<file path="config.mk">
export PLATFORM = sky130hd
export DESIGN_NAME = fx_match_share_ctrl
export DESIGN_NICKNAME = d
export VERILOG_FILES = /design/src/rtl/fx_match_pkg.sv /design/src/rtl/fx_match_core.sv /design/src/rtl/fx_match_share_ctrl.sv
export SDC_FILE = /design/constraint.sdc
export NUM_CORES = 1
export LEC_CHECK = 0
export ABC_AREA = 1
export BUFFER_PORTS_ARGS = -buffer_cell sky130_fd_sc_hd__buf_2
export CORE_ASPECT_RATIO = 0.6
export CORE_MARGIN = 2
export CORE_UTILIZATION = 53
export DETAILED_ROUTE_END_ITERATION = 10
export PLACE_DENSITY_LB_ADDON = 0.2
export SLEW_MARGIN = 20
export SYNTH_ARGS = -nofsm -noshare
export SYNTH_HDL_FRONTEND = slang
export SYNTH_HIERARCHICAL = 1
export SYNTH_SLANG_ARGS = --single-unit
</file>
<file path="constraint.sdc">
create_clock -name clk -period 2.4 [get_ports clk]
set_clock_uncertainty 0.05 [all_clocks]
set_input_delay 0.36 -clock clk [delete_from_list [all_inputs] [get_ports clk]]
set_output_delay 0.36 -clock clk [all_outputs]
set_load 0.02 [all_outputs]
</file>
<file path="src/rtl/fx_match_pkg.sv">
`default_nettype none
// ============================================================================
// Module   : fx_match_pkg
// Purpose  : Shared constants and helpers for the fixed-point format-match
//            scheduler and its quantize/overflow core.
// Revision : 1.0
// ============================================================================
package fx_match_pkg;

   localparam int RND_TRUNC   = 0;
   localparam int RND_HALF_UP = 1;
   localparam int OVF_WRAP    = 0;
   localparam int OVF_SAT     = 1;

   function automatic int fx_id_w(input int n);
      return (n > 1) ? $clog2(n) : 1;
   endfunction

   function automatic logic signed [63:0] fx_sat_max(input int ow);
      return (64'sd1 <<< (ow - 1)) - 64'sd1;
   endfunction

   function automatic logic signed [63:0] fx_sat_min(input int ow);
      return -(64'sd1 <<< (ow - 1));
   endfunction

endpackage
`default_nettype wire

</file>
<file path="src/rtl/fx_match_core.sv">
`default_nettype none
// ============================================================================
// Module   : fx_match_core
// Purpose  : Fixed-latency quantize + overflow pipeline carrying valid and
//            requester ID alongside the data; freezes completely on stall.
// Revision : 1.0
// ============================================================================
module fx_match_core
   import fx_match_pkg::*;
#(
   parameter int IW  = 13,
   parameter int IF  = 8,
   parameter int OW  = 14,
   parameter int OF  = 8,
   parameter int IDW = 2,
   parameter int LAT = 3,
   parameter int RND = RND_HALF_UP,
   parameter int SAT = OVF_SAT
) (
   input  logic           clk,
   input  logic           rst,
   input  logic           i_stall,
   input  logic           i_valid,
   input  logic [IW-1:0]  i_data,
   input  logic [IDW-1:0] i_id,
   output logic           o_valid,
   output logic [OW-1:0]  o_data,
   output logic [IDW-1:0] o_id,
   output logic           o_ovf
);

   localparam int D  = IF - OF;
   localparam int SH = (D > 0) ? D : 0;
   localparam int LS = (D < 0) ? -D : 0;
   // One spare MSB keeps the rounding carry of the most positive input.
   localparam int QW = IW + 1 + LS;
   localparam logic signed [QW-1:0] HALF =
      (SH > 0 && RND == RND_HALF_UP) ? (QW'(1) << ((SH > 0) ? SH - 1 : 0)) : '0;
   localparam logic signed [63:0] SMAX = fx_sat_max(OW);
   localparam logic signed [63:0] SMIN = fx_sat_min(OW);

   function automatic logic signed [QW-1:0] quantize(input logic signed [IW-1:0] x);
      logic signed [QW-1:0] xe;
      xe = QW'(x);
      return ((xe + HALF) >>> SH) <<< LS;
   endfunction

   // Returns {overflow, result}.
   function automatic logic [OW:0] fit(input logic signed [QW-1:0] q);
      logic signed [63:0] qe;
      logic [OW-1:0]      d;
      logic               ov;
      qe = 64'(q);
      ov = 1'b0;
      d  = qe[OW-1:0];
      if (qe > SMAX) begin
         ov = 1'b1;
         if (SAT == OVF_SAT) d = SMAX[OW-1:0];
      end else if (qe < SMIN) begin
         ov = 1'b1;
         if (SAT == OVF_SAT) d = SMIN[OW-1:0];
      end
      return {ov, d};
   endfunction

   logic                 fin_valid;
   logic signed [QW-1:0] fin_q;
   logic [IDW-1:0]       fin_id;
   logic [OW:0]          fit_res;

   generate
      if (LAT == 1) begin : g_lat1
         assign fin_valid = i_valid;
         assign fin_q     = quantize(i_data);
         assign fin_id    = i_id;
      end else if (LAT == 2) begin : g_lat2
         logic           s0_valid_q;
         logic [IW-1:0]  s0_data_q;
         logic [IDW-1:0] s0_id_q;

         always_ff @(posedge clk) begin
            if (rst) begin
               s0_valid_q <= 1'b0;
               s0_data_q  <= '0;
               s0_id_q    <= '0;
            end else if (!i_stall) begin
               s0_valid_q <= i_valid;
               s0_data_q  <= i_data;
               s0_id_q    <= i_id;
            end
         end

         assign fin_valid = s0_valid_q;
         assign fin_q     = quantize(s0_data_q);
         assign fin_id    = s0_id_q;
      end else begin : g_latn
         localparam int NQ = LAT - 2;
         logic                 s0_valid_q;
         logic [IW-1:0]        s0_data_q;
         logic [IDW-1:0]       s0_id_q;
         logic                 qv_q  [NQ];
         logic signed [QW-1:0] q_q   [NQ];
         logic [IDW-1:0]       qid_q [NQ];

         // Stage 0 captures the raw word; stage 1 holds the quantized value.
         always_ff @(posedge clk) begin
            if (rst) begin
               s0_valid_q <= 1'b0;
               s0_data_q  <= '0;
               s0_id_q    <= '0;
               for (int i = 0; i < NQ; i++) begin
                  qv_q[i]  <= 1'b0;
                  q_q[i]   <= '0;
                  qid_q[i] <= '0;
               end
            end else if (!i_stall) begin
               s0_valid_q <= i_valid;
               s0_data_q  <= i_data;
               s0_id_q    <= i_id;
               qv_q[0]    <= s0_valid_q;
               q_q[0]     <= quantize(s0_data_q);
               qid_q[0]   <= s0_id_q;
               for (int i = 1; i < NQ; i++) begin
                  qv_q[i]  <= qv_q[i-1];
                  q_q[i]   <= q_q[i-1];
                  qid_q[i] <= qid_q[i-1];
               end
            end
         end

         assign fin_valid = qv_q[NQ-1];
         assign fin_q     = q_q[NQ-1];
         assign fin_id    = qid_q[NQ-1];
      end
   endgenerate

   assign fit_res = fit(fin_q);

   always_ff @(posedge clk) begin
      if (rst) begin
         o_valid <= 1'b0;
         o_data  <= '0;
         o_id    <= '0;
         o_ovf   <= 1'b0;
      end else if (!i_stall) begin
         o_valid <= fin_valid;
         o_data  <= fit_res[OW-1:0];
         o_id    <= fin_id;
         o_ovf   <= fit_res[OW];
      end
   end

endmodule
`default_nettype wire

</file>
<file path="src/rtl/fx_match_share_ctrl.sv">
`default_nettype none
// ============================================================================
// Module   : fx_match_share_ctrl
// Purpose  : Round-robin sharing of one format-match pipeline among NREQ
//            requesters. Define FX_MATCH_OVF_CNT_EN to add per-requester
//            saturating overflow counters (o_ovf_cnt, i_ovf_clr).
// Revision : 1.0
// ============================================================================
module fx_match_share_ctrl
   import fx_match_pkg::*;
#(
   parameter  int NREQ = 4,
   parameter  int IW   = 13,
   parameter  int IF   = 8,
   parameter  int OW   = 14,
   parameter  int OF   = 8,
   parameter  int LAT  = 3,
   parameter  int RND  = 1,
   parameter  int SAT  = 1,
   localparam int IDW  = fx_id_w(NREQ)
) (
   input  logic                 clk,
   input  logic                 rst,
`ifdef FX_MATCH_OVF_CNT_EN
   input  logic                 i_ovf_clr,
   output logic [NREQ*16-1:0]   o_ovf_cnt,
`endif
   input  logic [NREQ-1:0]      i_valid,
   input  logic [NREQ*IW-1:0]   i_data,
   output logic [NREQ-1:0]      o_ready,
   input  logic                 i_stall,
   output logic                 o_valid,
   output logic [OW-1:0]        o_data,
   output logic [IDW-1:0]       o_id,
   output logic                 o_ovf
);

   logic [IDW-1:0]  ptr_q, ptr_d;
   logic [IDW-1:0]  sel_id;
   logic [IDW:0]    scan;
   logic [NREQ-1:0] grant;
   logic            xfer;
   logic [IW-1:0]   sel_data;

   // Scan from the pointer upward, wrapping at NREQ; first valid wins.
   always_comb begin
      grant  = '0;
      sel_id = '0;
      xfer   = 1'b0;
      scan   = '0;
      if (!i_stall) begin
         for (int o = 0; o < NREQ; o++) begin
            scan = {1'b0, ptr_q} + (IDW+1)'(o);
            if (scan >= (IDW+1)'(NREQ)) scan = scan - (IDW+1)'(NREQ);
            if (!xfer && i_valid[scan[IDW-1:0]]) begin
               xfer                = 1'b1;
               grant[scan[IDW-1:0]] = 1'b1;
               sel_id              = scan[IDW-1:0];
            end
         end
      end
   end

   always_comb begin
      ptr_d = ptr_q;
      if (xfer) ptr_d = (sel_id == IDW'(NREQ - 1)) ? '0 : sel_id + IDW'(1);
   end

   always_ff @(posedge clk) begin
      if (rst) ptr_q <= '0;
      else     ptr_q <= ptr_d;
   end

   assign o_ready  = grant;
   assign sel_data = i_data[sel_id*IW +: IW];

   fx_match_core #(
      .IW  (IW),
      .IF  (IF),
      .OW  (OW),
      .OF  (OF),
      .IDW (IDW),
      .LAT (LAT),
      .RND (RND),
      .SAT (SAT)
   ) u_core (
      .clk     (clk),
      .rst     (rst),
      .i_stall (i_stall),
      .i_valid (xfer),
      .i_data  (sel_data),
      .i_id    (sel_id),
      .o_valid (o_valid),
      .o_data  (o_data),
      .o_id    (o_id),
      .o_ovf   (o_ovf)
   );

`ifdef FX_MATCH_OVF_CNT_EN
   generate
      for (genvar k = 0; k < NREQ; k++) begin : g_cnt
         logic [15:0] cnt_q;
         // A held result counts once per unstalled cycle it is presented.
         always_ff @(posedge clk) begin
            if (rst || i_ovf_clr) begin
               cnt_q <= '0;
            end else if (!i_stall && o_valid && o_ovf && o_id == IDW'(k)
                         && cnt_q != 16'hFFFF) begin
               cnt_q <= cnt_q + 16'd1;
            end
         end
         assign o_ovf_cnt[k*16 +: 16] = cnt_q;
      end
   endgenerate
`endif

endmodule
`default_nettype wire

</file>
==> results of run 1 <==
[cells by family (layout without fill, tap and decap cells)]
| group | Yosys count | in the layout | synth area share |
|---|---|---|---|
| and+or+nand+nor | 214 | 214 | 0.3292 |
| buffers and inverters | 90 | 173 | 0.1517 |
| DFF | 51 | 51 | 0.3749 |
| AOI/OAI and AO/OA | 44 | 44 | 0.1112 |
| adders and majority gates | 8 | 8 | 0.03177 |
| other | 1 | 1 | 0.001190 |
[cell usage after synthesis]
cell and number:
nor2_1 8, buf_12 1, buf_8 1, a211oi_1 1, a21oi_1 4, nand4_1 2, buf_4 5, nor2_8 1
edfxtp_1 16, buf_6 10, buf_2 3, nor2_4 11, ha_1 8, o21ai_0 8, inv_8 1, nand3_2 4
dfxtp_1 35, o211ai_2 11, a31oi_1 2, conb_1 1, inv_2 5, a21boi_0 1, nand2_1 132, nand2_4 4
a22oi_1 1, clkinv_4 1, nand2_2 8, inv_4 1, o211ai_1 15, inv_1 62, nand3_1 44, o21ai_1 1
[cells in the final DEF, fill, tap and decap left out, drive strengths merged]
cell | netlist | layout
a21oi | 4 | 4
dfxtp | 35 | 35
clkinv | 1 | 3
ha | 8 | 8
inv | 69 | 68
nand4 | 2 | 2
a21boi | 1 | 1
buf | 20 | 95
o211ai | 26 | 26
nand2 | 144 | 144
a211oi | 1 | 1
a31oi | 2 | 2
conb | 1 | 1
clkinvlp | 0 | 1
a22oi | 1 | 1
nand3 | 48 | 48
edfxtp | 16 | 16
clkbuf | 0 | 6
o21ai | 9 | 9
nor2 | 20 | 20
[layout make-up]
| type | count | area, um^2 |
|---|---|---|
| Clock buffer | 6 | 72.57 |
| Inverter | 70 | 285.3 |
| Multi-Input combinational cell | 267 | 1541 |
| Tap cell | 80 | 100.1 |
| Sequential cell | 51 | 1186 |
| Fill cell | 493 | 1897 |
| Clock inverter | 2 | 12.51 |
| Timing Repair Buffer | 95 | 554.3 |
[power by group through the flow]
stage	Clock (W)	Sequential, W	Combinational, W
after floorplan	0	0.00112	0.00148
after global placement	0	0.00109	0.00176
after detailed placement	0	0.00110	0.00180
after CTS	0.000487	0.00108	0.00191
after global routing	0.000530	0.00110	0.00233
final	0.000472	0.00109	0.00211
[repair_timing]
action	in CTS	in global routing
resized for setup	12	21
hold buffers	0	0
setup buffers	2	6
pin swaps	3	7
endpoints found under the setup margin	4	4
[metal layers]
| metal | up-vias | share of wire |
|---|---|---|
| li1 | 1453 | - |
| met1 | 1275 | 0.49 |
| met2 | 90 | 0.44 |
| met3 | 9 | 0.056 |
| met4 | 0 | 0.011 |
| met5 | - | 0 |
[path summary, 6_finish.rpt]
| path | from | slack, ns | endpoint | cells after the start |
|---|---|---|---|---|
| setup / recovery | ptr_q[1] | 0.04 | o_ready[3] | 13 |
| hold / removal | rst | 0.30 | ptr_q[0] | 2 |
| setup reg to reg | ptr_q[1] | 0.12 | u_core/g_latn.s0_data_q[5] | 15 |
| hold reg to reg | u_core/g_latn.q_q[0][1] | 0.39 | u_core/o_data[1] | 2 |
[stage by stage]
stage	setup slack [ns]	std cells	util	cell area (um^2)	TNS [ns]
6_report	0.03630	571	0.6642	3752	0
5_1_grt	-0.06499	571	0.6642	3752	-0.2298
4_1_cts	0.007267	565	0.6472	3656	0
3_5_place_dp	0.1112	555	0.6228	3518	0
3_3_place_gp	0.1968	555	0.6228	3518	0
2_1_floorplan	0.1935	408	-	3151	0
[flip-flops by register name, indices dropped and copies added, names as in the netlist]
| signal | count |
|---|---|
| u_core/o_id | 2 |
| u_core/o_data | 14 |
| u_core/o_valid | 1 |
| u_core/g_latn.s0_id_q | 2 |
| u_core/g_latn.s0_data_q | 13 |
| u_core/g_latn.s0_valid_q | 1 |
| u_core/g_latn.q_q | 13 |
| u_core/g_latn.qid_q | 2 |
| ptr_q | 2 |
| u_core/g_latn.qv_q | 1 |
==> reports/metrics.yaml, run 1 <==
placement:
  io_buffers: 79
  dp_hpwl_um: 4779
  finalWeightedCongestion: 0.8334
die:
  io_pins: 81
  chipWidth_um: 103.5
  die_height_um: 63.72
  dieArea_um2: 6597
  start_util: 0.5577
  num_rows: 21
  core_um2: 5649
global_route:
  met3_usage: 0.04865
  antenna_found_initial: 0
  globalRouteTotalUtil: 0.2107
  grt_pass1_wl_um: 11340
  overflow: 0
  grt_pass1_vias: 2619
  met2_usage: 0.3560
  grt_max_degree: 43
  gr-usage-met1: 0.2761
  grt.busiest_layer: "met2"
cts:
  htreeDepth: 2
  cts.sinks: 51
  cts_made_buffers: 5
  ctsRootBufferMaster: "clkbuf_8"
  clkTransAtPathRegs_ns: 0.09
  worstSkewPairLatency_ns: 0.30
  cts_tree: "built"
  ctsLongestPathBuffers: 2
worst_setup_path:
  cpMaxStageDelayCell: "dfxtp_2"
  cp_num_buf_inv: 4
  startpoint_type: "flip-flop"
  worst-setup-path-type: "flip-flop to primary output"
  cpPeakStageDelay_ns: 0.36
  required_ns: 1.99
  path_common_cell: "nand2_2"
  cp-end-kind: "primary output"
  cp_top_family: "simple AND/OR/NAND/NOR gates"
  cp_cell_sequence: "clkinv_4 -> ha_4 -> inv_4 -> nand2_2 -> nand2_2 -> nor2_4 -> nand2_2 -> o21ai_2 -> a21oi_1 -> o21ai_1 -> nand2_1 -> inv_1 -> buf_6"
  arrival_ns: 1.95
  critical_path.max_fanout: 4
power:
  combPwrFrac: 0.575
  switching_share: 0.4397
  power_frac_seq: 0.296
  vdd_drop_max_uv: 579.3
  internal_power_w: 0.002054
  powerDensity_nw_per_um2: 976.8
  switchingPower_w: 0.001611
  fin_total_pwr_w: 0.003665
  clockPowerShare: 0.129
  p_leak_nw: 2.002
layout:
  fin_nets: 557
  area_growth_pct: 19.10
  antenna_cells: 0
  drive_gt1_frac: 0.3279
logic_synthesis:
  yosysTopAreaCell: "dfxtp_1"
  synth_top_area_frac: 0.2224
  syn-mean-instance-area_um2: 7.722
  syn-num-nets: 475
  synth_warnings: 6
  ys_seq_area_frac: 0.3749
  ys_ff_latch: 51
  synth.top_cells.by_area: "dfxtp_1, nand2_1, edfxtp_1, inv_1, nand3_1"
  synth_cells: 408
  syn_area_um2: 3151
  ys_types: 32
routing:
  via_per_inst: 4.951
  firstDrtPassIters: 4
  drc: 0
  post_drt_wl_per_cell_um: 11.62
  totalWireLength_um: 6633
  drtAntennaViolNets: 0
  vias: 2827
  drtIter0Drc: 121
timing:
  holdWs_ns: 0.2987
  finalSetupViolCount: 0
  rsz0062_at_grt: "true"
  slew_headroom: 0.5478
  worst_pin_slew_ns: 0.6767
  fmax_mhz: 423.1
  min_period_ns: 2.364
  hold_viol: 0
  maxSlewViolCount: 0
  post-route-period-util: 0.9849
flow_run:
  max-cap-violations: 0
outcome:
  status: "complete, no violations"
min_path:
  hold_class: "input pin to flip-flop"
Note: power is estimated with default switching activity, not from simulation.
==> run 2, diff against run 1 <==
==> constraint.sdc (replaced) <==
create_clock -name clk -period 2.4 [get_ports clk]
set_clock_uncertainty 0.05 [all_clocks]
set_input_delay 0.24 -clock clk [delete_from_list [all_inputs] [get_ports clk]]
set_output_delay 0.24 -clock clk [all_outputs]
set_load 0.02 [all_outputs]
==> reports/metrics.yaml, run 2 (same netlist as run 1, synthesis figures left out) <==
worst_setup_path:
  cp_cell_sequence: "inv_8 -> ha_4 -> inv_4 -> nand2_1 -> nand2_2 -> nor2_4 -> nand3_2 -> o21ai_1 -> nand2_1 -> inv_1 -> buf_2"
  required_ns: 2.11  # +0.12 ns
  cpPeakStageDelay_ns: 0.39  # +0.03 ns
  critical_path.max_fanout: 12  # +8
  cp-end-kind: "primary output"
  cpMaxStageDelayCell: "dfxtp_4"
  path_common_cell: "nand2_1"
  startpoint_type: "flip-flop"
  arrival_ns: 2.07  # +0.12 ns
  worst-setup-path-type: "flip-flop to primary output"
routing:
  wl_met2_um: 3000  # +1.8%
  drtAntennaViolNets: 0  # unchanged
  via_per_inst: 4.977  # +0.53%
  firstDrtPassIters: 4  # unchanged
  totalWireLength_um: 6749  # +1.7%
  drc: 0  # unchanged
  wl_met1_um: 3260  # +0.59%
  drtIter0Drc: 119  # -1.7%
  wl_met3_um: 412  # +10%
  post_drt_wl_per_cell_um: 11.95  # +2.8%
  dr.max_layer_used: "met4"
  vias: 2812  # -0.53%
timing:
  min_period_ns: 2.358  # -0.005314 ns
  finalSetupViolCount: 0  # unchanged
  rsz0062_at_grt: "true"
  fmax_mhz: 424.0  # +0.23%
  post-route-period-util: 0.9827  # -0.002214
  maxSlewViolCount: 0  # unchanged
  worst_pin_slew_ns: 0.6715  # -0.005184 ns
  hold_viol: 0  # unchanged
  slew_headroom: 0.5512  # +0.003464
layout:
  layoutNonFillerInstCount: 565  # -1.1%
  fin_nets: 551  # -1.1%
  largest_reg_flops: 14  # unchanged
  top_regs: "u_core/o_data (14), u_core/g_latn.q_q (13), u_core/g_latn.s0_data_q (13)"
  antenna_cells: 0  # unchanged
  layout_common_cells: "nand2_1, buf_2, inv_1"
  regMostFlops: "u_core/o_data"
  drive_gt1_frac: 0.3175  # -0.01038
  final_common_cell: "nand2_1"
  num-fill-cells: 484  # -1.8%
  area_growth_pct: 17.47
global_route:
  antenna_found_initial: 0  # unchanged
  overflow: 0  # unchanged
  globalRouteTotalUtil: 0.2105  # -0.0002251
  grt_pass1_vias: 2549  # -2.7%
  grt_max_degree: 34  # -21%
  grt_pass1_wl_um: 11210  # -1.1%
cts:
  worstSkewPairLatency_ns: 0.30  # about the same
  cts_hold_buf: 0  # unchanged
  ctsRootBufferMaster: "clkbuf_8"
  cts_made_buffers: 5  # unchanged
  cts.sinks: 51  # unchanged
  ctsLongestPathBuffers: 2  # unchanged
  htreeDepth: 2  # unchanged
  clkTransAtPathRegs_ns: 0.09  # about the same
  cts_tree: "built"
outcome:
  status: "complete, no violations"
placement:
  io_buffers: 79  # unchanged
  placedCellCount: 555  # unchanged
  finalWeightedCongestion: 0.8502  # +2.0%
  dp_hpwl_um: 4965  # +3.9%
die:
  dieArea_um2: 6597  # unchanged
  io_pins: 81  # unchanged
  start_util: 0.5577  # unchanged
  core_um2: 5649  # unchanged
  num_rows: 21  # unchanged
  chipWidth_um: 103.5  # unchanged
  die_height_um: 63.72  # unchanged
min_path:
  hold_class: "input pin to flip-flop"
flow_run:
  max-cap-violations: 0  # unchanged
power:
  powerDensity_nw_per_um2: 961.8  # -1.5%
  vdd_drop_max_uv: 408.2  # -30%
  p_leak_nw: 1.979  # -1.2%
  fin_total_pwr_w: 0.003560  # -2.9%
## run 2: layer usage
metal | GRT usage | vias to the layer above
li1 | - | 1436
met1 | 0.2781 | 1269
met2 | 0.3452 | 98
met3 | 0.04762 | 9
met4 | 0.06926 | 0
met5 | 0 | -
## run 2: cell type report
type / count / area, um^2 / area share
Timing Repair Buffer: 89 / 501.7 / 0.1356
Clock buffer: 6 / 72.57 / 0.01961
Multi-Input combinational cell: 267 / 1545 / 0.4175
Inverter: 70 / 282.8 / 0.07640
Tap cell: 80 / 100.1 / 0.02705
Sequential cell: 51 / 1186 / 0.3205
Clock inverter: 2 / 12.51 / 0.003381
## run 2: final timing paths
| check | startpoint | end | slack (ns) | depth (start not counted) |
|---|---|---|---|---|
| setup / recovery | ptr_q[0] | o_ready[2] | 0.04 | 11 |
| setup reg to reg | ptr_q[0] | u_core/g_latn.s0_data_q[10] | 0.23 | 15 |
| hold reg to reg | u_core/g_latn.q_q[0][8] | u_core/o_data[8] | 0.39 | 2 |
| hold / removal | rst | ptr_q[0] | 0.18 | 2 |
## run 2: critical path, delay by kind of cell, from the launching register on
family                     cells  cell delay [ns]
buffers and inverters          4             0.33
AOI/OAI and AO/OA              1             0.17
DFF                            1             0.39
adders and majority gates      1             0.31
and+or+nand+nor                5             0.57
## run 2: repair_timing
item,in CTS,in global routing
setup buffers,1,1
gates resized for setup,6,17
pin swaps,1,4
setup endpoints to repair,4,4
## run 2: stage by stage
| step | setup WS [ns] | cell area [um^2] | hold slack (ns) | utilization | TNS (ns) |
|---|---|---|---|---|---|
| 6_report | 0.04161 | 3701 | 0.1793 | 0.6552 | 0 |
| 4_1_cts | 0.003874 | 3646 | 0.1679 | 0.6454 | 0 |
| 3_5_place_dp | 0.02824 | 3531 | 0.3722 | 0.6250 | 0 |
| 5_1_grt | -0.03566 | 3701 | 0.1709 | 0.6552 | -0.07437 |
| 3_3_place_gp | 0.09864 | 3531 | 0.3719 | 0.6250 | 0 |
| 2_1_floorplan | 0.2416 | 3151 | 0.2685 | - | 0 |
## run 2: report_power, final
| part | switching [W] | leakage [nW] | internal [W] | total (W) |
|---|---|---|---|---|
| Combinational | 0.00125 | 1.47 | 0.000744 | 0.00199 |
| Sequential | 0.0000672 | 0.466 | 0.00102 | 0.00109 |
| Clock | 0.000273 | 0.0412 | 0.000204 | 0.000477 |
